### src/rtl/wfq_rd_pkg.sv
// ---------------------------------------------------------------------------
// wfq_rd_pkg
//   Shared definitions for the WFQ dequeue reader:
//     - wfq_rd_state_e : reader FSM state encoding
//     - default flow count, data width and read latency
//     - bytes carried by one default-width data word
//     - sat_add()      : saturating adder used by all service counters
// ---------------------------------------------------------------------------
package wfq_rd_pkg;

    typedef enum logic [2:0] {
        IDLE  = 3'd0,
        ISSUE = 3'd1,
        SPACE = 3'd2,
        DRAIN = 3'd3,
        DONE  = 3'd4
    } wfq_rd_state_e;

    localparam int unsigned WFQ_RD_DEF_NUM_FLOWS  = 4;
    localparam int unsigned WFQ_RD_DEF_DATA_W     = 64;
    localparam int unsigned WFQ_RD_DEF_RD_LATENCY = 7;
    localparam int unsigned WFQ_RD_BYTES_PER_WORD = WFQ_RD_DEF_DATA_W / 8;

    // Adds inc to a and clamps the result at max_val. Operands are carried in
    // 64 bits with one extra bit for the carry, so any counter up to 64 bits
    // wide can use it without wrapping.
    function automatic logic [63:0] sat_add(input logic [63:0] a,
                                            input logic [63:0] inc,
                                            input logic [63:0] max_val);
        logic [64:0] sum;
        sum = {1'b0, a} + {1'b0, inc};
        if (sum > {1'b0, max_val}) begin
            return max_val;
        end
        return sum[63:0];
    endfunction

endpackage

### src/rtl/wfq_rd_latency_pipe.sv
// ---------------------------------------------------------------------------
// wfq_rd_latency_pipe
//   Shift register that tracks every issued read request until its data word
//   comes back from the scheduler.
//   Ports:
//     clk      in   system clock
//     rst      in   synchronous active-high reset; drops all in-flight entries
//     req_in   in   read request issued this cycle
//     tap_out  out  high in the cycle whose closing edge carries the returned
//                   word (RD_LATENCY edges after the request edge)
//     pending  out  at least one request is still in flight
// ---------------------------------------------------------------------------
module wfq_rd_latency_pipe
    import wfq_rd_pkg::*;
#(
    parameter int unsigned RD_LATENCY = WFQ_RD_DEF_RD_LATENCY
) (
    input  logic clk,
    input  logic rst,
    input  logic req_in,
    output logic tap_out,
    output logic pending
);

    logic [RD_LATENCY-1:0] pipe_q;

    generate
        if (RD_LATENCY == 1) begin : g_single
            always_ff @(posedge clk) begin
                if (rst) begin
                    pipe_q <= '0;
                end else begin
                    pipe_q <= req_in;
                end
            end
        end else begin : g_multi
            always_ff @(posedge clk) begin
                if (rst) begin
                    pipe_q <= '0;
                end else begin
                    pipe_q <= {pipe_q[RD_LATENCY-2:0], req_in};
                end
            end
        end
    endgenerate

    // Bit k is set k+1 edges after the request edge, so the top bit is high
    // during the cycle that ends on the data-valid edge.
    assign tap_out = pipe_q[RD_LATENCY-1];
    assign pending = |pipe_q;

endmodule

### src/rtl/wfq_dequeue_reader.sv
// ---------------------------------------------------------------------------
// wfq_dequeue_reader
//   Dequeue-side client of the WFQ scheduler. On start it issues num_reads
//   paced single-cycle read requests while the packet buffer is non-empty,
//   captures each returned word RD_LATENCY edges later, classifies it by flow
//   index and keeps saturating per-flow, total and unknown service counters.
//
//   Read interface: rd_req is a one-cycle request, only asserted while
//   buffer_empty is low (buffer_empty acts as an inverted ready). The
//   scheduler has no back-pressure on the return path: the word for a request
//   sampled at edge N is taken from data_in at edge N+RD_LATENCY, with no
//   valid strobe; the reader tracks validity itself.
//
//   Optional feature (macro WFQ_RD_BYTE_COUNT_EN):
//     defined   - counters advance by DATA_W/8 per word (bytes served)
//     undefined - counters advance by 1 per word
//
//   Ports:
//     clk          in   system clock
//     rst          in   synchronous active-high reset
//     start        in   one-cycle pulse, begins a run (ignored while busy)
//     num_reads    in   requests in the run, sampled with start
//     buffer_empty in   scheduler packet buffer empty flag
//     data_in      in   scheduler output data
//     rd_req       out  read request pulse
//     busy         out  run in progress
//     done         out  one-cycle pulse at the end of a run
//     cnt_sel      in   flow selector for cnt_out
//     cnt_out      out  service counter of the selected flow
//     total_out    out  sum of all flow counters
//     unknown_out  out  words that did not map to a valid flow
//     state_dbg    out  current FSM state
// ---------------------------------------------------------------------------
module wfq_dequeue_reader
    import wfq_rd_pkg::*;
#(
    parameter int unsigned NUM_FLOWS  = WFQ_RD_DEF_NUM_FLOWS,
    parameter int unsigned DATA_W     = WFQ_RD_DEF_DATA_W,
    parameter int unsigned RD_LATENCY = WFQ_RD_DEF_RD_LATENCY,
    parameter int unsigned GAP        = 1,
    parameter int unsigned CNT_W      = 32,
    parameter int unsigned NREQ_W     = 16,
    localparam int unsigned FIDX_W    = (NUM_FLOWS > 1) ? $clog2(NUM_FLOWS) : 1
) (
    input  logic                clk,
    input  logic                rst,
    input  logic                start,
    input  logic [NREQ_W-1:0]   num_reads,
    input  logic                buffer_empty,
    input  logic [DATA_W-1:0]   data_in,
    output logic                rd_req,
    output logic                busy,
    output logic                done,
    input  logic [FIDX_W-1:0]   cnt_sel,
    output logic [CNT_W-1:0]    cnt_out,
    output logic [CNT_W-1:0]    total_out,
    output logic [CNT_W-1:0]    unknown_out,
    output wfq_rd_state_e       state_dbg
);

    localparam logic [63:0] CNT_MAX =
        (CNT_W >= 64) ? {64{1'b1}} : ((64'd1 << CNT_W) - 64'd1);

`ifdef WFQ_RD_BYTE_COUNT_EN
    localparam logic [63:0] INC = 64'(DATA_W / 8);
`else
    localparam logic [63:0] INC = 64'd1;
`endif

    localparam int unsigned       GAP_W       = (GAP > 1) ? $clog2(GAP) : 1;
    localparam logic [GAP_W-1:0]  GAP_LAST    = GAP_W'((GAP > 0) ? GAP - 1 : 0);
    localparam logic [FIDX_W:0]   NUM_FLOWS_X = (FIDX_W + 1)'(NUM_FLOWS);

    // -----------------------------------------------------------------------
    // FSM
    // -----------------------------------------------------------------------
    wfq_rd_state_e      state_q, state_d;
    logic [NREQ_W-1:0]  remaining_q;
    logic [GAP_W-1:0]   gap_q;
    logic               clear_cnt;
    logic               pending;
    logic               tap;

    assign clear_cnt = (state_q == IDLE) && start;

    always_comb begin
        state_d = state_q;
        rd_req  = 1'b0;
        unique case (state_q)
            IDLE: begin
                if (start) begin
                    state_d = (num_reads == '0) ? DRAIN : ISSUE;
                end
            end
            ISSUE: begin
                if (!buffer_empty) begin
                    rd_req = 1'b1;
                    // With no gap the SPACE state is skipped entirely so that
                    // requests can go out back to back.
                    if (GAP == 0) begin
                        state_d = (remaining_q == NREQ_W'(1)) ? DRAIN : ISSUE;
                    end else begin
                        state_d = SPACE;
                    end
                end
            end
            SPACE: begin
                if (gap_q == GAP_LAST) begin
                    state_d = (remaining_q == '0) ? DRAIN : ISSUE;
                end
            end
            DRAIN: begin
                if (!pending) begin
                    state_d = DONE;
                end
            end
            DONE: begin
                state_d = IDLE;
            end
            default: begin
                state_d = IDLE;
            end
        endcase
    end

    always_ff @(posedge clk) begin
        if (rst) begin
            state_q     <= IDLE;
            remaining_q <= '0;
            gap_q       <= '0;
        end else begin
            state_q <= state_d;
            if (clear_cnt) begin
                remaining_q <= num_reads;
            end else if (rd_req) begin
                remaining_q <= remaining_q - NREQ_W'(1);
            end
            if (state_q == SPACE) begin
                gap_q <= gap_q + GAP_W'(1);
            end else begin
                gap_q <= '0;
            end
        end
    end

    assign busy      = (state_q != IDLE);
    assign done      = (state_q == DONE);
    assign state_dbg = state_q;

    // -----------------------------------------------------------------------
    // Return-data alignment
    // -----------------------------------------------------------------------
    wfq_rd_latency_pipe #(
        .RD_LATENCY (RD_LATENCY)
    ) u_pipe (
        .clk     (clk),
        .rst     (rst),
        .req_in  (rd_req),
        .tap_out (tap),
        .pending (pending)
    );

    // -----------------------------------------------------------------------
    // Classification and service counters
    // -----------------------------------------------------------------------
    logic [FIDX_W-1:0] word_idx;
    logic              word_known;
    logic [CNT_W-1:0]  cnt_q [NUM_FLOWS];
    logic [CNT_W-1:0]  total_q;
    logic [CNT_W-1:0]  unknown_q;

    assign word_idx   = data_in[FIDX_W-1:0];
    // A word belongs to a flow only if it is a small integer naming an
    // existing flow; anything else (stray upper bits, out-of-range index)
    // goes to the unknown counter.
    assign word_known = (data_in[DATA_W-1:FIDX_W] == '0) &&
                        ({1'b0, word_idx} < NUM_FLOWS_X);

    always_ff @(posedge clk) begin
        if (rst || clear_cnt) begin
            for (int i = 0; i < int'(NUM_FLOWS); i++) begin
                cnt_q[i] <= '0;
            end
            total_q   <= '0;
            unknown_q <= '0;
        end else if (tap) begin
            if (word_known) begin
                for (int i = 0; i < int'(NUM_FLOWS); i++) begin
                    if (word_idx == FIDX_W'(i)) begin
                        cnt_q[i] <= CNT_W'(sat_add(64'(cnt_q[i]), INC, CNT_MAX));
                    end
                end
                total_q <= CNT_W'(sat_add(64'(total_q), INC, CNT_MAX));
            end else begin
                unknown_q <= CNT_W'(sat_add(64'(unknown_q), INC, CNT_MAX));
            end
        end
    end

    always_comb begin
        cnt_out = '0;
        for (int i = 0; i < int'(NUM_FLOWS); i++) begin
            if (cnt_sel == FIDX_W'(i)) begin
                cnt_out = cnt_q[i];
            end
        end
    end

    assign total_out   = total_q;
    assign unknown_out = unknown_q;

endmodule

### config.mk
export PLATFORM = sky130hd
export DESIGN_NAME = wfq_dequeue_reader
export DESIGN_NICKNAME = d
export VERILOG_FILES = /design/src/rtl/wfq_rd_pkg.sv /design/src/rtl/wfq_rd_latency_pipe.sv /design/src/rtl/wfq_dequeue_reader.sv
export SDC_FILE = /design/constraint.sdc
export NUM_CORES = 1
export LEC_CHECK = 0
export CAP_MARGIN = 20
export CORE_MARGIN = 2
export CORE_UTILIZATION = 45
export CTS_BUF_LIST = sky130_fd_sc_hd__clkbuf_8
export DETAILED_ROUTE_END_ITERATION = 8
export DONT_BUFFER_PORTS = 1
export PLACE_DENSITY = 0.64
export SLEW_MARGIN = 25
export SYNTH_ARGS = -nofsm -noshare
export SYNTH_HDL_FRONTEND = slang
export SYNTH_SLANG_ARGS = --single-unit
### constraint.sdc
create_clock -name clk -period 6.2 [get_ports clk]
set_clock_uncertainty 0.1 [all_clocks]
set_input_delay 0.93 -clock clk [delete_from_list [all_inputs] [get_ports clk]]
set_output_delay 0.93 -clock clk [all_outputs]
set_load 0.05 [all_outputs]
==> results of run 1 <==
cell type report:
class	count	area (um^2)
flip-flops and latches	219	5670
well taps	384	480
repair buffers	16	140
multi-input cells	1088	7130
fillers	2669	14500
inverters	41	154
clock inverters	21	83.8
clock buffers	48	661
flip-flops by register name, indices dropped and copies added, names as in the netlist:
signal         cells
cnt_q            128
total_out         32
remaining_q       16
gap_q              1
u_pipe.pipe_q      7
unknown_out       32
state_dbg          3
routing by layer:
layer | GRT usage [%] | vias up | share of wire, %
li1 | - | 5382 | -
met1 | 31.0 | 5393 | 44
met2 | 36.0 | 387 | 46
met3 | 5.63 | 52 | 8.1
met4 | 5.65 | 0 | 1.7
met5 | 0 | - | 0
metrics by stage:
step | instances | power, uW | hold WS [ns]
5_1_grt | 1817 | 3500 | 0.343
3_5_place_dp | 1747 | 2090 | 0.344
4_1_cts | 1816 | 3400 | 0.335
6_report | 1817 | 3360 | 0.355
3_3_place_gp | 1747 | 2080 | 0.340
2_1_floorplan | 1436 | 2020 | 0.312
path summary, 6_finish.rpt:
check / endpoint / slack, ns / depth (start not counted)
max: unknown_out[13] / 1.83 / 8
min: u_pipe.pipe_q[2] / 0.36 / 1
max reg2reg: unknown_out[13] / 1.83 / 8
min reg2reg: u_pipe.pipe_q[2] / 0.36 / 1
cells in the mapped netlist (40+ instances only):
library cell               instances  share of area (%)
sky130_fd_sc_hd__edfxtp_1        128                 29
sky130_fd_sc_hd__and3_1           42                2.0
sky130_fd_sc_hd__nor4_1           42                2.0
sky130_fd_sc_hd__nand2_1         103                2.9
sky130_fd_sc_hd__o21ai_0          40                1.5
sky130_fd_sc_hd__xnor2_1          45                3.0
sky130_fd_sc_hd__a21oi_1         181                6.8
sky130_fd_sc_hd__nor3_1           53                2.0
sky130_fd_sc_hd__xor2_1           76                5.0
sky130_fd_sc_hd__nand4_1          45                2.1
sky130_fd_sc_hd__nand3_1          87                3.3
sky130_fd_sc_hd__clkbuf_1         66                1.9
sky130_fd_sc_hd__dfxtp_1          91                 14
sky130_fd_sc_hd__inv_1            41                1.2
sky130_fd_sc_hd__nor2_1          113                3.2
power groups by stage:
stage	Sequential (uW)	Combinational [uW]	Clock (uW)
global route	1740	363	1400
CTS	1730	333	1340
global placement	1760	328	0
floorplan	1720	296	0
finish	1730	335	1290
detailed placement	1760	331	0
kinds of logic (layout without fill, tap and decap cells):
family	Yosys count	in the layout	synth area share, %
DFF	219	219	42.7
and+or+nand+nor	567	567	22.1
adders and majority gates	13	13	1.23
muxes	38	38	5.89
xor gates and xnor gates	121	121	7.99
AOI/OAI and AO/OA	349	349	16.2
buffers and inverters	129	126	3.85
worst max-delay path, delay by kind of cell, from the launching register on:
kind,cells,cell delay (ns)
flops,1,0.81
simple gates,5,2.03
compound gates,3,1.34
==> flow_summary.rst, run 1 <==
.. list-table::
   :header-rows: 1

   * - Metric
     - Value
   * - Outcome
     - finished clean
   * - Most used cells in the layout excluding fill and tap cells
     - 181 x sky130_fd_sc_hd__a21oi_1, 128 x sky130_fd_sc_hd__edfxtp_1, 112 x sky130_fd_sc_hd__nor2_1
   * - Final antenna-violating net count
     - 0
   * - Share of the cycle needed by the critical path after routing
     - a little over two thirds
   * - Final weighted congestion in routability-driven placement
     - 0.916
   * - Post-route cell area
     - roughly 14,000 um^2
   * - Sequential area share after synthesis
     - a little over two fifths
   * - Via Count
     - between 10k and 15k
   * - Antenna violations before repair
     - 0
   * - Vias in the first global route
     - ~11k
   * - Ys async rst share
     - 0%
   * - Height of the chip
     - 176 um
   * - Clock buffers created by TritonCTS
     - between 40 and 50
   * - Pre-Repair DR Iteration Count
     - 6
   * - Worst Path Required
     - about 6.5 ns
   * - Max-cap violation count
     - 0
   * - Power Dens Cells
     - between 200 and 250 nW/um^2
   * - Clock tree buffer depth
     - 3
   * - Full die area
     - approximately 30,000 um^2
   * - Clock insertion delay at the later pin of the skew report
     - between 0.5 and 0.6 ns
   * - Arrival time at the worst endpoint
     - roughly 4.7 ns
   * - Layout overhead on the synthesized area
     - 7.90%
   * - Routed wire length
     - 35.5 mm
   * - Crit Path Max Fanout
     - 13
   * - Lkg Pwr
     - roughly 0.0045 uW
   * - DP Worst Slack
     - 1.95 ns
   * - Number of max-slew violations in the final report
     - 0
   * - Core region area
     - 28,900 um^2
   * - Critical path startpoint category
     - flop
   * - Critical Path Slowest Stage Cell
     - sky130_fd_sc_hd__dfxtp_1
   * - Total grt overflow
     - 0
   * - Per-cell via count in the routed design
     - 6.17
   * - IO Count
     - 188
   * - RSZ-0062 raised after global routing
     - no
   * - Hold buffers post-CTS
     - 0
   * - Final-layout setup total negative slack
     - 0 ns
   * - Worst-path cell chain
     - nand4_1 > or3_1 > or4_1 > nor3_1 > o2111ai_1 > a2111oi_4 > nor2_1 > a221oi_1
   * - Slew Limit Headroom
     - 38.1%
   * - Hold Crit Start
     - u_pipe.pipe_q[1]
   * - Post-Synthesis Cell Area
     - approximately 13,000 um^2
   * - Average wire per cell in the routed design
     - 19.5 um
   * - Max incr delay on CP
     - 0.81 ns
   * - Tot GR Track Use
     - 22.6%
   * - Launch instance of the worst register-to-register path
     - unknown_out[8]
   * - Standard-cell rows
     - 62
   * - Critical path start-end classification
     - reg2reg
   * - Sequential fraction of design power
     - approximately 52%
   * - Maximum achievable frequency
     - 0.229 GHz
   * - Commonest non-fill, non-tap cell in the layout
     - sky130_fd_sc_hd__a21oi_1
   * - Share of total power in combinational logic
     - 10.0%
   * - Final WS setup
     - between 1.5 and 2 ns
   * - Instance count of the mapped netlist
     - ~1.4k
   * - # clock sinks
     - 219
   * - Input/output buffers
     - 0
   * - CTS H-tree depth
     - 2
   * - Hold WC Path Type
     - reg2reg
   * - Share of final-layout standard cells stronger than drive strength 1
     - 8.86%
   * - DRC viols
     - 0
   * - First DRT Iteration DRCs
     - 1,065
   * - Number of distinct library cells after synthesis
     - 72
   * - Largest net degree at the start of global routing
     - 44
   * - Effective utilization at floorplan
     - 46.0%
   * - Number of nets in the final layout
     - 1,506
   * - Cell internal power dissipation
     - 2430 uW
   * - Per-instance average area after synthesis
     - 9.24 um^2
   * - Switching power total
     - 929 uW
   * - CTS root buf
     - sky130_fd_sc_hd__clkbuf_8
   * - Relative contribution of the clock network to total power
     - 38.5%
   * - Number of failing hold endpoints at the final stage
     - 0
   * - Resize count post-CTS
     - 0
   * - Net Count, Synth
     - approximately 1.5k
   * - Clock transition at the register clock pins on the worst setup and hold paths after CTS
     - 0.05 ns
   * - Die extent in x
     - 176 um
   * - Antenna diode count
     - 0
   * - Nature of the critical path endpoint
     - flop
   * - Final setup violation count
     - 0
   * - Final HPWL DP
     - 24.6 mm
   * - FF+latch count, synth
     - 219
   * - Maximum vdd ir drop
     - 0.169 mV
   * - Placed Instance Area
     - 13,500 um^2
   * - Time the worst path needs with I/O delays and setup
     - 4.37 ns
   * - Start point of the critical path
     - unknown_out[8]
   * - Leading register cell type out of synthesis
     - sky130_fd_sc_hd__edfxtp_1
   * - Fraction of the core area covered by cells at the end of the flow
     - 49.6%
   * - Number of enable flip-flop cells after synthesis
     - approximately 130
   * - Global-route wire length before repair
     - 57.2 mm
   * - TritonCTS clock tree
     - done
   * - Switching Share
     - between 20% and 30%
   * - Number of buffers inserted to repair setup after CTS
     - 0
   * - Measured slew at the worst slew-check pin
     - 0.928 ns
   * - Number of synthesis warnings
     - 0
No activity file was read; power rests on OpenSTA's default activity.
==> run 2: changes to the inputs <==
--- a/config.mk
+++ b/config.mk
@@ -11,7 +11,7 @@
 export CTS_BUF_LIST = sky130_fd_sc_hd__clkbuf_8
 export DETAILED_ROUTE_END_ITERATION = 8
 export DONT_BUFFER_PORTS = 1
-export PLACE_DENSITY = 0.64
+export PLACE_DENSITY = 0.66
 export SLEW_MARGIN = 25
 export SYNTH_ARGS = -nofsm -noshare
 export SYNTH_HDL_FRONTEND = slang
==> constraint.sdc (replaced) <==
create_clock -name clk -period 3.9 [get_ports clk]
set_clock_uncertainty 0.1 [all_clocks]
set_input_delay 0.585 -clock clk [delete_from_list [all_inputs] [get_ports clk]]
set_output_delay 0.585 -clock clk [all_outputs]
set_load 0.05 [all_outputs]
==> run 2 against run 1 <==
  * Final area increased by 4.0%
  * Global-route usage increased by 0.77 points
  * Clock power increased by 63%
  * Critical endpoint is now total_out[6]
==> flow_summary.rst, run 2 (synthesis results as in run 1) <==
.. list-table::
   :header-rows: 1

   * - Metric
     - Value
   * - Outcome
     - finished clean
   * - R2r setup slk
     - 0.56 ns
   * - Share of the cycle needed by the critical path after routing
     - 85.7%
   * - Die extent in x
     - 176 um
   * - # clock sinks
     - 219
   * - Pre-Repair DR Iteration Count
     - 6
   * - Number of max-slew violations in the final report
     - 0
   * - Average wire per cell in the routed design
     - just under 20 um
   * - Standard-cell rows
     - 62
   * - TritonCTS clock tree
     - done
   * - Time the worst path needs with I/O delays and setup
     - between 3 and 4 ns
   * - First DRT Iteration DRCs
     - 1,018
   * - Share of final-layout standard cells stronger than drive strength 1
     - a little over an eighth
   * - End point of the most critical hold path
     - remaining_q[12]
   * - Crit Path Max Fanout
     - 16
   * - Core region area
     - slightly below 30,000 um^2
   * - Routed wire length
     - about 37 mm
   * - IO Count
     - approximately 190
   * - Max incr delay on CP
     - 0.59 ns
   * - Register bank with the most flops
     - cnt_q
   * - Cell count of the worst hold path
     - 2
   * - Per-cell via count in the routed design
     - 6.14
   * - Antenna violations before repair
     - 0
   * - Lkg Pwr
     - 0.00492 uW
   * - Height of the chip
     - 176 um
   * - Worst Path Required
     - 4.29 ns
   * - Number of buffers inserted to repair setup after CTS
     - 0
   * - RSZ-0062 raised after global routing
     - no
   * - Largest net degree at the start of global routing
     - 40
   * - Measured slew at the worst slew-check pin
     - 0.889 ns
   * - Maximum achievable frequency
     - 0.299 GHz
   * - Final antenna-violating net count
     - 0
   * - Antenna diode count
     - 0
   * - Commonest non-fill, non-tap cell in the layout
     - sky130_fd_sc_hd__a21oi_1
   * - Final WS setup
     - 0.559 ns
   * - Critical path startpoint category
     - flop
   * - Number of failing hold endpoints at the final stage
     - 0
   * - Most used cells in the layout excluding fill and tap cells
     - 181 x sky130_fd_sc_hd__a21oi_1, 128 x sky130_fd_sc_hd__edfxtp_1, 112 x sky130_fd_sc_hd__nor2_1
   * - Power Dens Cells
     - 363 nW/um^2
   * - Final HPWL DP
     - 25.9 mm
   * - DRC viols
     - 0
   * - Effective utilization at floorplan
     - 46.0%
   * - Critical path start-end classification
     - reg2reg
   * - Hold WC Path Type
     - in2reg
   * - Clock tree buffer depth
     - 3
   * - Arrival time at the worst endpoint
     - 3.73 ns
   * - Critical Path Slowest Stage Cell
     - sky130_fd_sc_hd__o41ai_1
   * - Clock insertion delay at the later pin of the skew report
     - approximately 0.57 ns
   * - Clock buffers created by TritonCTS
     - 42
   * - Area taken by flip-flops and latches
     - 5670 um^2
   * - Number of filler cells placed in the layout
     - 2,673
   * - Hold Crit Start
     - num_reads[12]
   * - Full die area
     - just over 30,000 um^2
   * - Slew Limit Headroom
     - 40.5%
   * - Critical register-to-register path endpoint
     - total_out[6]
   * - Clock transition at the register clock pins on the worst setup and hold paths after CTS
     - around 0.07 ns
   * - Area taken by multi-input logic gates
     - 7130 um^2
   * - Launch instance of the worst register-to-register path
     - total_out[0]
   * - Largest register FFs
     - 128
   * - Register-to-Register Path Depth
     - 10
   * - Number of nets in the final layout
     - about 1.6k
   * - Maximum vdd ir drop
     - between 0.2 and 0.3 mV
   * - Global-route wire length before repair
     - 58.7 mm
   * - Via Count
     - 11.7k
   * - DP Worst Slack
     - 0.608 ns
   * - CTS root buf
     - sky130_fd_sc_hd__clkbuf_8
   * - Tot GR Track Use
     - about a quarter
   * - Final setup violation count
     - 0
   * - Worst-path cell chain
     - buf_4 > ha_1 > nand3_1 > o41ai_1 > o2111ai_1 > a2111oi_2 > nand4b_1 > o311a_4 > a41oi_1 > o21a_1
   * - Final weighted congestion in routability-driven placement
     - 0.953
   * - Layout overhead on the synthesized area
     - 12.2%
   * - CTS H-tree depth
     - 2
   * - Total grt overflow
     - 0
   * - Input/output buffers
     - 0
   * - Nature of the critical path endpoint
     - flop
   * - Max-cap violation count
     - 0
   * - Vias in the first global route
     - ~11k
   * - Total chip power
     - 5390 uW
   * - Start point of the critical path
     - total_out[0]
==> run 2: changes by cell type in the layout (fill, tap and decap cells not counted), sizes merged <==
cell and delta:
buf +75, clkbuf -2, clkinv +10, dlygate4sd3 +1, inv -3
==> run 2: through the flow <==
stage	area (um^2)	setup TNS, ns	hold WS (ns)	utilization, %	cells
after floorplan	13300	-77.47	0.312	-	1436
after global placement	14100	0	0.332	48.9	1823
after detailed placement	14100	0	0.333	48.9	1823
after CTS	14900	0	0.0375	51.5	1898
after global routing	14900	0	0.0456	51.5	1898
final	14900	0	0.0688	51.5	1898
==> run 2: worst max-delay path, delay by kind of cell (launching register included) <==
family                     cells  cell delay (ns)
buffers and inverters          1             0.25
adders and majority gates      1             0.27
AOI/OAI and AO/OA              6             1.99
and+or+nand+nor                2             0.32
DFF                            1             0.33
==> run 2: worst max path at each step <==
stage,cells after the start,endpoint
after global routing,9,unknown_out[3]
final,10,total_out[6]
after floorplan,7,cnt_q[3][0]
after detailed placement,9,unknown_out[13]
after CTS,10,total_out[5]
after global placement,10,total_out[5]
==> run 2: what timing repair did <==
action                                 CTS  global route
setup endpoints to repair                0             0
hold buffers                             1             0
endpoints found under the hold margin   24             0
gates resized for setup                  0             0
==> run 2: cell type report <==
cell class                      instances  area share (%)
Multi-Input combinational cell       1088            48.0
Sequential cell                       219            38.1
Timing Repair Buffer                   92            4.66
Clock buffer                           46            4.26
Tap cell                              384            3.23
Inverter                               41            1.03
Clock inverter                         28           0.782
==> run 2: routing by layer <==
| metal | global-route usage, % | vias to the layer above | share of wire, % |
|---|---|---|---|
| met3 | 6.36 | 58 | 8.9 |
| met5 | 0 | - | 0 |
| met2 | 36.1 | 437 | 45 |
| li1 | - | 5532 | - |
| met4 | 6.47 | 0 | 1.7 |
| met1 | 32.4 | 5624 | 44 |
==> run 2: power breakdown <==
group / internal (uW) / switching [uW] / leakage, uW / total, uW
Combinational: 182 / 374 / 0.00235 / 555
Clock: 1080 / 1020 / 0.000444 / 2100
Sequential: 2580 / 156 / 0.00212 / 2740
Total: 3840 / 1550 / 0.00492 / 5390
